[config.mk]
export PLATFORM = sky130hd
export DESIGN_NAME = fetch_unit
export DESIGN_NICKNAME = d
export VERILOG_FILES = /design/src/rtl/fetch_unit.sv
export SDC_FILE = /design/constraint.sdc
export NUM_CORES = 1
export LEC_CHECK = 0
export ABC_AREA = 1
export ABC_CLOCK_PERIOD_IN_PS = 1800
export BUFFER_PORTS_ARGS = -buffer_cell sky130_fd_sc_hd__buf_2
export CORE_ASPECT_RATIO = 1.5
export CORE_MARGIN = 2
export CORE_UTILIZATION = 29
export CTS_CLUSTER_DIAMETER = 100
export DETAILED_ROUTE_END_ITERATION = 8
export PLACE_DENSITY = 0.47
export SLEW_MARGIN = 20
export SYNTH_ARGS = -nofsm -noshare
export SYNTH_HDL_FRONTEND = slang
export SYNTH_SLANG_ARGS = --single-unit
[constraint.sdc]
create_clock -name clk -period 1.8 [get_ports clk]
set_input_delay 0.36 -clock clk [delete_from_list [all_inputs] [get_ports clk]]
set_output_delay 0.36 -clock clk [all_outputs]
set_load 0.005 [all_outputs]
[src/rtl/fetch_unit.sv]
// fetch_unit: instruction fetch and prefetch stage feeding the decoder.
//   Issues single-word reads over a req/ack handshake (one request in flight
//   at most), buffers returned words in a DEPTH-entry prefetch FIFO and
//   presents the FIFO head, with its PC and state bit, to decode. Honours
//   decode stall, branch redirect/flush and ARM/THUMB state switches.
//
// Optional feature: define THUMB_FETCH_EN to support THUMB (halfword) fetch.
//   Without it the unit is ARM-only: switchto* are ignored and instr_thumb is 0.
//
// Ports:
//   clk, rst_n                  clock (rising edge), async active-low reset
//   mem_req, mem_addr           fetch request / word-aligned byte address
//   mem_ack, mem_rdata          request completion / returned word
//   stall                       decode not accepting; head entry held
//   branch_taken, branch_target redirect strobe and target address
//   switchtoARM, switchtoTHUMB  state switch qualifiers for branch_taken
//   instr_valid, instruction    head valid / head instruction
//   instr_pc, instr_thumb       head address / head fetched in THUMB state
module fetch_unit #(
  parameter int unsigned DEPTH    = 4,
  parameter logic [31:0] RESET_PC = 32'h0000_0000
) (
  input  logic        clk,
  input  logic        rst_n,
  output logic        mem_req,
  output logic [31:0] mem_addr,
  input  logic        mem_ack,
  input  logic [31:0] mem_rdata,
  input  logic        stall,
  input  logic        branch_taken,
  input  logic [31:0] branch_target,
  input  logic        switchtoARM,
  input  logic        switchtoTHUMB,
  output logic        instr_valid,
  output logic [31:0] instruction,
  output logic [31:0] instr_pc,
  output logic        instr_thumb
);

  localparam int unsigned PW = (DEPTH > 1) ? $clog2(DEPTH) : 1;
  localparam int unsigned CW = PW + 1;

  typedef logic [PW-1:0] ptr_t;
  typedef logic [CW-1:0] cnt_t;

  logic [31:0] data_q  [DEPTH];
  logic [31:0] pc_q    [DEPTH];
  logic        thumb_q [DEPTH];

  ptr_t        wr_ptr_q, rd_ptr_q;
  cnt_t        count_q, count_d;
  logic [31:0] fetch_pc_q, fetch_pc_d;
  logic [31:0] req_addr_q, issue_addr;
  logic        req_q;
  logic        drop_q;
  logic        state_q;

  logic        ack_ok, push, pop, issue, nxt_thumb;
  logic [31:0] step, tgt_pc, push_word;

  // Acks with nothing outstanding (e.g. left over from before a reset) are ignored.
  assign ack_ok = mem_ack & req_q;
  // A redirect overrides both FIFO ends in the same cycle.
  assign push   = ack_ok & ~drop_q & ~branch_taken;
  assign pop    = instr_valid & ~stall & ~branch_taken;

`ifdef THUMB_FETCH_EN
  assign nxt_thumb = switchtoTHUMB ? 1'b1 : (switchtoARM ? 1'b0 : state_q);
  assign tgt_pc    = nxt_thumb ? {branch_target[31:1], 1'b0} : {branch_target[31:2], 2'b00};
  assign step      = state_q ? 32'd2 : 32'd4;
  assign push_word = !state_q      ? mem_rdata :
                     fetch_pc_q[1] ? {16'h0, mem_rdata[31:16]} : {16'h0, mem_rdata[15:0]};
`else
  logic unused_switch;
  assign unused_switch = switchtoARM ^ switchtoTHUMB;
  assign nxt_thumb     = 1'b0;
  assign tgt_pc        = {branch_target[31:2], 2'b00};
  assign step          = 32'd4;
  assign push_word     = mem_rdata;
`endif

  always_comb begin
    count_d = count_q;
    if (push && !pop) begin
      count_d = count_q + 1'b1;
    end else if (!push && pop) begin
      count_d = count_q - 1'b1;
    end
  end

  always_comb begin
    fetch_pc_d = fetch_pc_q;
    if (branch_taken) begin
      fetch_pc_d = tgt_pc;
    end else if (push) begin
      fetch_pc_d = fetch_pc_q + step;
    end
  end

  // Next request is decided on post-edge occupancy, so mem_req can stay high
  // straight through an ack when room remains. No issue in a redirect cycle.
  assign issue      = ~branch_taken & (~req_q | ack_ok) & (count_d < cnt_t'(DEPTH));
  assign issue_addr = {fetch_pc_d[31:2], 2'b00};

  always_ff @(posedge clk or negedge rst_n) begin
    if (!rst_n) begin
      wr_ptr_q   <= '0;
      rd_ptr_q   <= '0;
      count_q    <= '0;
      fetch_pc_q <= RESET_PC;
      req_addr_q <= '0;
      req_q      <= 1'b0;
      drop_q     <= 1'b0;
      state_q    <= 1'b0;
      for (int i = 0; i < DEPTH; i++) begin
        data_q[i]  <= '0;
        pc_q[i]    <= '0;
        thumb_q[i] <= 1'b0;
      end
    end else begin
      fetch_pc_q <= fetch_pc_d;
      req_q      <= issue | (req_q & ~ack_ok);
      if (issue) begin
        req_addr_q <= issue_addr;
      end
      if (branch_taken) begin
        // A request still in flight returns stale data: mark it for discard.
        drop_q   <= req_q & ~mem_ack;
        state_q  <= nxt_thumb;
        count_q  <= '0;
        rd_ptr_q <= wr_ptr_q;
      end else begin
        if (ack_ok) begin
          drop_q <= 1'b0;
        end
        count_q <= count_d;
        if (push) begin
          data_q[wr_ptr_q]  <= push_word;
          pc_q[wr_ptr_q]    <= fetch_pc_q;
          thumb_q[wr_ptr_q] <= state_q;
          wr_ptr_q          <= wr_ptr_q + 1'b1;
        end
        if (pop) begin
          rd_ptr_q <= rd_ptr_q + 1'b1;
        end
      end
    end
  end

  assign mem_req     = req_q;
  assign mem_addr    = req_addr_q;
  assign instr_valid = (count_q != '0);
  assign instruction = data_q[rd_ptr_q];
  assign instr_pc    = pc_q[rd_ptr_q];
  assign instr_thumb = thumb_q[rd_ptr_q];

endmodule

# Word level (Yosys, flattened, before mapping)
# Cells that the tools add are included.
# classes
reduce_logical,10
muxes,24
magnitude_cmp,4
n_bitwise,21
addsub,5
# ops
cell,n
128-bit bitwise mux,2
32-bit 2-to-1 mux,7
32-bit binary-select mux with 2-bit select,2
32-bit demux with 2-bit select,1
32-bit by 3-bit adder with 32-bit output (second input constant),1
1-bit bitwise AND,9
3-bit 2-to-1 mux,3
3-bit greater-or-equal comparator (second input constant),2
1-bit NOT,6
2-bit NOT with 3-bit output,2
2-bit nonzero test,3
1-bit 2-to-1 mux,5
2-bit by 1-bit adder with 2-bit output (second input constant),2
4-bit bitwise AND,1
2-bit 2-to-1 mux,2
4-bit NOT,1
3-bit by 1-bit adder with 3-bit output (second input constant),1
1-bit logical AND,3
3-bit by 1-bit less-than comparator with 1-bit output (second input constant),1
3-bit less-than comparator (second input constant),1
3-bit nonzero test,1
3-bit by 1-bit subtractor with 3-bit output (second input constant),1
1-bit binary-select mux with 2-bit select,1
1-bit demux with 2-bit select,1
other kinds (3),5
# word_totals
word_cells,84
reg_bits,331
input_bits,71
output_inout_bits,99

# Depth between registers and ports, before layout
# Gate-level depths: netlist of run 1.
# depth
word_depth,10
mapped_depth,14
mapped_depth_nobuf,13

# Least setup slack after synthesis of run 1
# No wires, ideal clock.
# synth_path
path_kind,register -> output
startpoint,reg rd_ptr_q[0]
endpoint,out instr_pc[19]
path_stages_with_launch,7
required_ns,1.440
slack_ns,0.094
arrival_ns,1.346
n_path_buf,3
path_cell_list,dfrtp_1 > buf_2 > clkinv_1 > buf_2 > clkbuf_1 > nor2_1 > o22ai_1
# synth_via
elab_chain_len,4
# synth_lines
item,line,text
start: declaration,50,"ptr_t wr_ptr_q, rd_ptr_q;"
start signal: assignment,131,rd_ptr_q <= wr_ptr_q;
start signal: assignment,144,rd_ptr_q <= rd_ptr_q + 1'b1;
2-bit NOT with 3-bit output (not written as such),154,assign instr_pc = pc_q[rd_ptr_q];
32-bit binary-select mux with 2-bit select,154,
32-bit 2-to-1 mux (not written as such) (2 in a row),154,
end: declaration,36,"output logic [31:0] instr_pc,"
# Every way passes these cells. The select of a mux whose other input is x is not followed.

# Worst setup path after layout of run 1
# layout_path
startpoint,reg rd_ptr_q[0]
endpoint,out instr_pc[18]
# Same word-level chain as after synthesis.

==> results of run 1 <==
## flip-flops by register name (all words and copies together) (netlist names)
register / flops
data_q: 128
drop_q: 1
count_q: 3
pc_q: 120
fetch_pc_q: 30
rd_ptr_q: 2
thumb_q: 4
mem_addr: 30
mem_req: 1
wr_ptr_q: 2
## per-layer routing
layer  part of all wire  track usage  routed length, um  vias to the layer above
li1                   -            -                  -                     6018
met1               0.43        0.215              19600                     5951
met2               0.51        0.286              23200                      256
met3              0.033       0.0201               1520                       70
met4              0.026       0.0541               1190                        2
met5            0.00029            0                 13                        -
## kinds of logic after synthesis
kind of cell	synth area share
fa+ha+maj	0.00695
buf+inv	0.0613
compound gates	0.181
other cells	0.000260
xor+xnor	0.00791
flops	0.558
simple gates	0.184
## power breakdown
group,switching [uW],leakage [uW],total [uW],internal (uW)
clock,2990,0.000566,7230,4230
sequential,1740,0.00408,11800,10100
combinational,7570,0.00455,14200,6640
## area by class of cell
class / count / area share
sequential: 321 / 0.418
multi-input combinational: 1178 / 0.324
timing repair buffer: 292 / 0.136
clock buffer: 50 / 0.0552
tap: 663 / 0.0431
inverter: 91 / 0.0197
clock inverter: 8 / 0.00390
## through the flow
| step | instances | util |
|---|---|---|
| 5_1_grt | 2603 | 0.390 |
| 3_5_place_dp | 2504 | 0.337 |
| 6_report | 2603 | 0.390 |
| 2_1_floorplan | 1698 | - |
| 3_3_place_gp | 2504 | 0.337 |
| 4_1_cts | 2574 | 0.369 |
## worst max-delay path: stages, from the launching register on
cell and delay (ns):
sky130_fd_sc_hd__dfrtp_4 0.51, sky130_fd_sc_hd__clkinv_8 0.12, sky130_fd_sc_hd__buf_12 0.16, sky130_fd_sc_hd__buf_16 0.14, sky130_fd_sc_hd__o21ai_2 0.10, sky130_fd_sc_hd__o22ai_1 0.09, sky130_fd_sc_hd__buf_4 0.16, sky130_fd_sc_hd__buf_6 0.11
## final timing paths
| check | to | slack, ns | cells past startpoint |
|---|---|---|---|
| worst max-delay path | instr_pc[18] | -0.49 | 7 |
| worst min-delay path | fetch_pc_q[12] | 0.04 | 3 |
| worst max register to register | mem_addr[29] | -0.09 | 11 |
| worst min register to register | data_q[80] | 0.48 | 2 |
| max in group asynchronous | pc_q[92] | 0.88 | 3 |
| min in group asynchronous | pc_q[67] | 0.30 | 2 |
## timing repair
| item | in CTS | in global routing |
|---|---|---|
| pin swaps | 21 | 52 |
| resized for setup | 67 | 194 |
| setup buffers | 9 | 17 |
| hold buffers | 1 | 0 |
| endpoints found under the setup margin | 97 | 150 |
| cloned | 4 | 13 |
| hold endpoints to repair | 43 | 0 |
## placed cells by master, fill, tap and decap left out, drive strengths merged, types with 9 or more instances in the layout
master  instances
inv            89
nand4           9
buf           284
clkbuf         57
xor2           12
nor2          171
o22ai          63
nand2         440
nand3          34
o21ai         410
dfrtp         321
==> qor.yml, run 1 <==
power_and_ir_drop:
  worst_ir_drop_vdd_uv: 655
  totalPowerFinal_uw: 33300
  power.density_cell_area_nw_per_um2: 1730
  total_leakage_power_uw: 0.00919
final_layout:
  diodes: 0
  fill_cells: 5082
  syn2layout_area_growth_pct: 33.6
  seqCellArea_um2: 8040
  footprint_of_the_multi_input_gates_um2: 6230
  stdcell_area_um2: 19200
  layout.nets: 1998
  drive_above_1_share: 0.268
job:
  max-cap-violations: 0
clock_tree:
  cts_htree_levels: 2
  cts_made_buffers: 35
  clk_transition_reported_paths_ns: 0.06
  clock_tree_from_tritoncts: "built"
  clock_sinks: 321
  cts_buffer_depth: 3
  clockRootBuffer: "sky130_fd_sc_hd__clkbuf_16"
  worstSkewPairLatency_ns: 0.53
yosys:
  number_of_flops_mapped_to_enable_cells_by_yosys: 0
  ys.warnings.count: 0
  share_of_the_yosys_chip_area_belonging_to_registers: 0.558
  synth.ff_latch_count: 321
  synthDominantAreaCellType: "sky130_fd_sc_hd__dfrtp_1"
  synthDominantCellAreaShare: 0.558
  asyncSetResetFlopFracSynth: 1.00
  post-synth-top-count-cell: "sky130_fd_sc_hd__nand2_1"
  syn_inst: 1695
  synth_cell_type_count: 36
  synth_top_flop_cell: "sky130_fd_sc_hd__dfrtp_1"
  synth_commonest_cells: "sky130_fd_sc_hd__nand2_1 (425), sky130_fd_sc_hd__o21ai_0 (395), sky130_fd_sc_hd__dfrtp_1 (321)"
  mappedNetlistArea_um2: 14400
  mean_cell_area_of_the_mapped_netlist_um2: 8.49
  synth_area_leaders: "sky130_fd_sc_hd__dfrtp_1 (56%), sky130_fd_sc_hd__o21ai_0 (14%), sky130_fd_sc_hd__nand2_1 (11%), sky130_fd_sc_hd__nor2_1 (4.3%), sky130_fd_sc_hd__o22ai_1 (2.7%)"
drt:
  first_pass_iters: 5
  routedWlPerCell_um: 17.5
  wirelength_um: 45500
  detail_route.drc_violations: 0
  drtIter0Drc: 725
  num_vias: 12300
  detail-route-antenna-nets: 0
  post_drt_via_cell_ratio: 4.72
place:
  portBuffers: 161
  routabilityCongestion: 0.854
  placed_area_um2: 16600
  dp_slack_ns: -0.0783
  dp.final_hpwl_um: 27800
critical_path:
  critPathMaxFanout: 8
  worst-endpoint-required_ns: 1.44
  worst_setup_path_end_kind: "output port"
  cp-start-kind: "register"
  path_class: "reg -> out"
  worst-endpoint-arrival_ns: 1.93
  cp-startpoint: "rd_ptr_q[0]"
  worstReg2RegStart: "count_q[0]"
timing:
  report.final.slew_viol_count: 0
  period_minus_slack_ns: 2.29
  slew_headroom: 0.652
  worst_margin_slew_ns: 0.517
  hold-worst-slack_ns: 0.0387
  fin_setup_tns_ns: -26.10
  setup_ws_ns: -0.492
  final-hold-violation-count: 0
  max_clock_freq_ghz: 0.436
  finalClockSkew_ns: 0.0191
  setup_repair_after_global_routing_missed_its_margin: "yes"
  portion_of_the_clock_cycle_consumed_by_the_worst_path_in_the_final_layout: 1.27
  report.final.setup_viol: 76
floorplanning:
  fp.dieW_um: 186
  standard_cell_row_count: 100
  ioPinCount: 170
  die-height_um: 277
  die_area_um2: 51500
  start_util: 0.292
  core_um2: 49300
hold_path:
  hp-class: "in -> reg"
  timing.hold.worst.start: "branch_target[12]"
grt:
  grt_pass1_wl_um: 67200
  gr-usage-all-layers: 0.166
  antenna_violations_before_repair: 1
  grt_max_degree: 65
  grt-ovfl-total: 0
  number_of_global_route_vias_before_repair: 12200
run_status:
  failed_checks: "negative setup slack"
  run_status: "complete, but fails checks"
(Power assumes the default switching activity.)
==> inputs of run 2 (changes only) <==
--- a/config.mk
+++ b/config.mk
@@ -10,10 +10,11 @@
 export BUFFER_PORTS_ARGS = -buffer_cell sky130_fd_sc_hd__buf_2
 export CORE_ASPECT_RATIO = 1.5
 export CORE_MARGIN = 2
-export CORE_UTILIZATION = 29
+export CORE_UTILIZATION = 55
 export CTS_CLUSTER_DIAMETER = 100
+export CTS_CLUSTER_SIZE = 25
 export DETAILED_ROUTE_END_ITERATION = 8
-export PLACE_DENSITY = 0.47
+export PLACE_DENSITY = 0.78
 export SLEW_MARGIN = 20
 export SYNTH_ARGS = -nofsm -noshare
 export SYNTH_HDL_FRONTEND = slang
==> qor.yml, run 2 (synthesized netlist as in run 1, its figures left out) <==
timing:
  period_minus_slack_ns: 2.29  # about the same
  setup_ws_ns: -0.491  # was -0.492 ns
  setup_repair_after_global_routing_missed_its_margin: "yes"  # unchanged
  report.final.setup_viol: 78  # was 76
  finalClockSkew_ns: 0.0141  # was 0.0191 ns
  max_clock_freq_ghz: 0.437  # was 0.436 GHz
  portion_of_the_clock_cycle_consumed_by_the_worst_path_in_the_final_layout: 1.27  # about the same
  final-hold-violation-count: 0  # unchanged
  report.final.slew_viol_count: 0  # unchanged
critical_path:
  worst_setup_path_end_kind: "output port"  # unchanged
  cell_repeated_most_along_the_worst_path: "sky130_fd_sc_hd__buf_12"
  worst_reg_to_reg_setup_slack_ns: -0.05  # was -0.09 ns
  cp-start-kind: "register"  # unchanged
  timing.critical_path.slowest_cell_delay_ns: 0.55  # was 0.51 ns
  worst_path_max_delay_cell: "sky130_fd_sc_hd__dfrtp_4"  # unchanged
  worst-endpoint-arrival_ns: 1.93  # about the same
  worst-endpoint-required_ns: 1.44  # about the same
  path_class: "reg -> out"  # unchanged
  crit_chain: "buf_12 > buf_12 > clkbuf_16 > nor2_2 > o22ai_1 > buf_2"  # was clkinv_8 > buf_12 > buf_16 > o21ai_2 > o22ai_1 > buf_4 > buf_6
  cpLargestDelayFamily: "buffers and inverters"  # unchanged
  critical_path.n_buffers_inverters: 4  # was 5
  critPathMaxFanout: 6  # was 8
power_and_ir_drop:
  p_sw_frac: 0.394  # was 0.370
  power.density_cell_area_nw_per_um2: 1690  # was 1730 nW/um2
  switchingPower_uw: 12100  # was 12300 uW
  power_frac_seq: 0.391  # was 0.356
  part_of_the_power_in_combinational_logic: 0.475  # was 0.427
  worst_ir_drop_vdd_uv: 968  # was 655 uV
  clkPwrFrac: 0.134  # was 0.217
  total_leakage_power_uw: 0.00882  # was 0.00919 uW
  intPower_uw: 18600  # was 21000 uW
place:
  portBuffers: 161  # unchanged
  dp.final_hpwl_um: 23100  # was 27800 um
  dp_slack_ns: -0.0506  # was -0.0783 ns
  routabilityCongestion: 0.943  # was 0.854
  placed_area_um2: 15900  # was 16600 um2
floorplanning:
  standard_cell_row_count: 72  # was 100
  ioPinCount: 170  # unchanged
  die_area_um2: 27500  # was 51500 um2
  start_util: 0.559  # was 0.292
  die-height_um: 202  # was 277 um
  fp.dieW_um: 136  # was 186 um
  core_um2: 25800  # was 49300 um2
final_layout:
  seqCellArea_um2: 8040  # about the same
  top_reg_by_flops: "data_q"  # unchanged
  reg_top3: "data_q (128), pc_q (120)"  # unchanged
  number_of_flip_flops_in_the_largest_register: 128  # unchanged
  stdcell_area_um2: 18200  # was 19200 um2
  drive_above_1_share: 0.270  # was 0.268
  footprint_of_the_multi_input_gates_um2: 6540  # was 6230 um2
  syn2layout_area_growth_pct: 26.7  # was 33.6%
  layout.nets: 1957  # was 1998
  diodes: 0  # unchanged
  final_cell_mix: "sky130_fd_sc_hd__nand2_1 (393), sky130_fd_sc_hd__dfrtp_1 (319), sky130_fd_sc_hd__o21ai_0 (306), sky130_fd_sc_hd__buf_2 (160), sky130_fd_sc_hd__nor2_1 (122)"  # was sky130_fd_sc_hd__nand2_1 (397), sky130_fd_sc_hd__o21ai_0 (329), sky130_fd_sc_hd__dfrtp_1 (318), sky130_fd_sc_hd__buf_2 (157), sky130_fd_sc_hd__nor2_1 (137)
  fin_util: 0.708  # was 0.390
  fill_cells: 1925  # was 5082
  mostFrequentLayoutCell: "sky130_fd_sc_hd__nand2_1"  # unchanged
drt:
  routedWlPerCell_um: 18.7  # was 17.5 um
  drtIter0Drc: 1031  # was 725
  post_drt_via_cell_ratio: 5.77  # was 4.72
  num_vias: 12800  # was 12300
  wirelength_um: 41300  # was 45500 um
  detail-route-antenna-nets: 0  # unchanged
  first_pass_iters: 5  # unchanged
  detail_route.drc_violations: 0  # unchanged
run_status:
  run_status: "complete, but fails checks"  # unchanged
  failed_checks: "negative setup slack"  # unchanged
clock_tree:
  clockRootBuffer: "sky130_fd_sc_hd__clkbuf_16"  # unchanged
  worstSkewPairLatency_ns: 0.51  # was 0.53 ns
  clock_tree_from_tritoncts: "built"  # unchanged
  clk_transition_reported_paths_ns: 0.10  # was 0.06 ns
  clock_sinks: 321  # unchanged
  cts_made_buffers: 16  # was 35
  cts_htree_levels: 1  # was 2
  cts_buffer_depth: 3  # unchanged
hold_path:
  hp-class: "in -> reg"  # unchanged
grt:
  grt_pass1_wl_um: 61100  # was 67200 um
  gr-usage-all-layers: 0.277  # was 0.166
  grt-ovfl-total: 0  # unchanged
  number_of_global_route_vias_before_repair: 12200  # about the same
  antenna_violations_before_repair: 0  # was 1
  grt_max_degree: 77  # was 65
job:
  max-cap-violations: 0  # unchanged
-- run 2: cell count changes in the layout (fill, tap and decap cells not counted), moves of 9 or more --
| cell | delta |
|---|---|
| sky130_fd_sc_hd__o21ai_2 | +16 |
| sky130_fd_sc_hd__clkbuf_8 | -13 |
| sky130_fd_sc_hd__buf_12 | -14 |
| sky130_fd_sc_hd__o21ai_0 | -23 |
| sky130_fd_sc_hd__buf_4 | -12 |
| sky130_fd_sc_hd__o21ai_4 | +9 |
| sky130_fd_sc_hd__nor2_1 | -15 |
| sky130_fd_sc_hd__nor2_4 | +13 |
| sky130_fd_sc_hd__clkbuf_16 | -18 |
-- run 2: worst paths after layout --
| path | to | depth (start not counted) | startpoint |
|---|---|---|---|
| min | fetch_pc_q[15] | 3 | branch_target[15] |
| max in group asynchronous | data_q[8] | 3 | rst_n |
| min in group asynchronous | fetch_pc_q[2] | 2 | rst_n |
| max | instruction[14] | 6 | rd_ptr_q[0] |
| max reg2reg | mem_addr[31] | 14 | count_q[0] |
| min reg2reg | mem_addr[29] | 2 | mem_addr[29] |
-- run 2: timing repair --
action / CTS / global route
hold buffers: 1 / 0
buffers inserted: 8 / 12
gates cloned: 14 / 10
pin swaps: 23 / 85
setup endpoints to repair: 90 / 103
gates resized for setup: 122 / 229
endpoints found under the hold margin: 33 / 0
-- run 2: tightest hold or removal path, cell delays in order --
cell	delay, ns
sky130_fd_sc_hd__buf_2	0.07
sky130_fd_sc_hd__nand2_1	0.04
sky130_fd_sc_hd__nand2_1	0.05
-- run 2: layer usage --
layer	wire, um	GRT usage
met1	15900	0.357
met2	21700	0.486
met3	2340	0.0273
met4	1360	0.0956
met5	0	0
-- run 2: final cells by class --
class                      count  share of cell area
sequential                   321               0.441
multi-input combinational   1178               0.359
timing repair buffer         270               0.133
clock buffer                  18              0.0235
tap                          333              0.0228
inverter                      91              0.0198
clock inverter                 1             0.00165
-- run 2: stage by stage --
step	setup TNS (ns)	power, uW	instances	hold slack (ns)
floorplan	0	17700	1698	0.0644
global placement	-0.134	21700	2150	0.275
detailed placement	-0.783	22100	2150	0.280
CTS	-26.13	28600	2191	0.0295
global route	-30.69	32700	2212	0.0480
finish	-24.68	30700	2212	0.0426
-- run 2: power groups by stage --
stage | clock (uW) | sequential, uW | combinational, uW
2_1_floorplan | 0 | 11400 | 6340
6_report | 4120 | 12000 | 14600
3_5_place_dp | 0 | 11700 | 10400
4_1_cts | 4170 | 11700 | 12700
3_3_place_gp | 0 | 11600 | 10100
5_1_grt | 4410 | 12300 | 15900
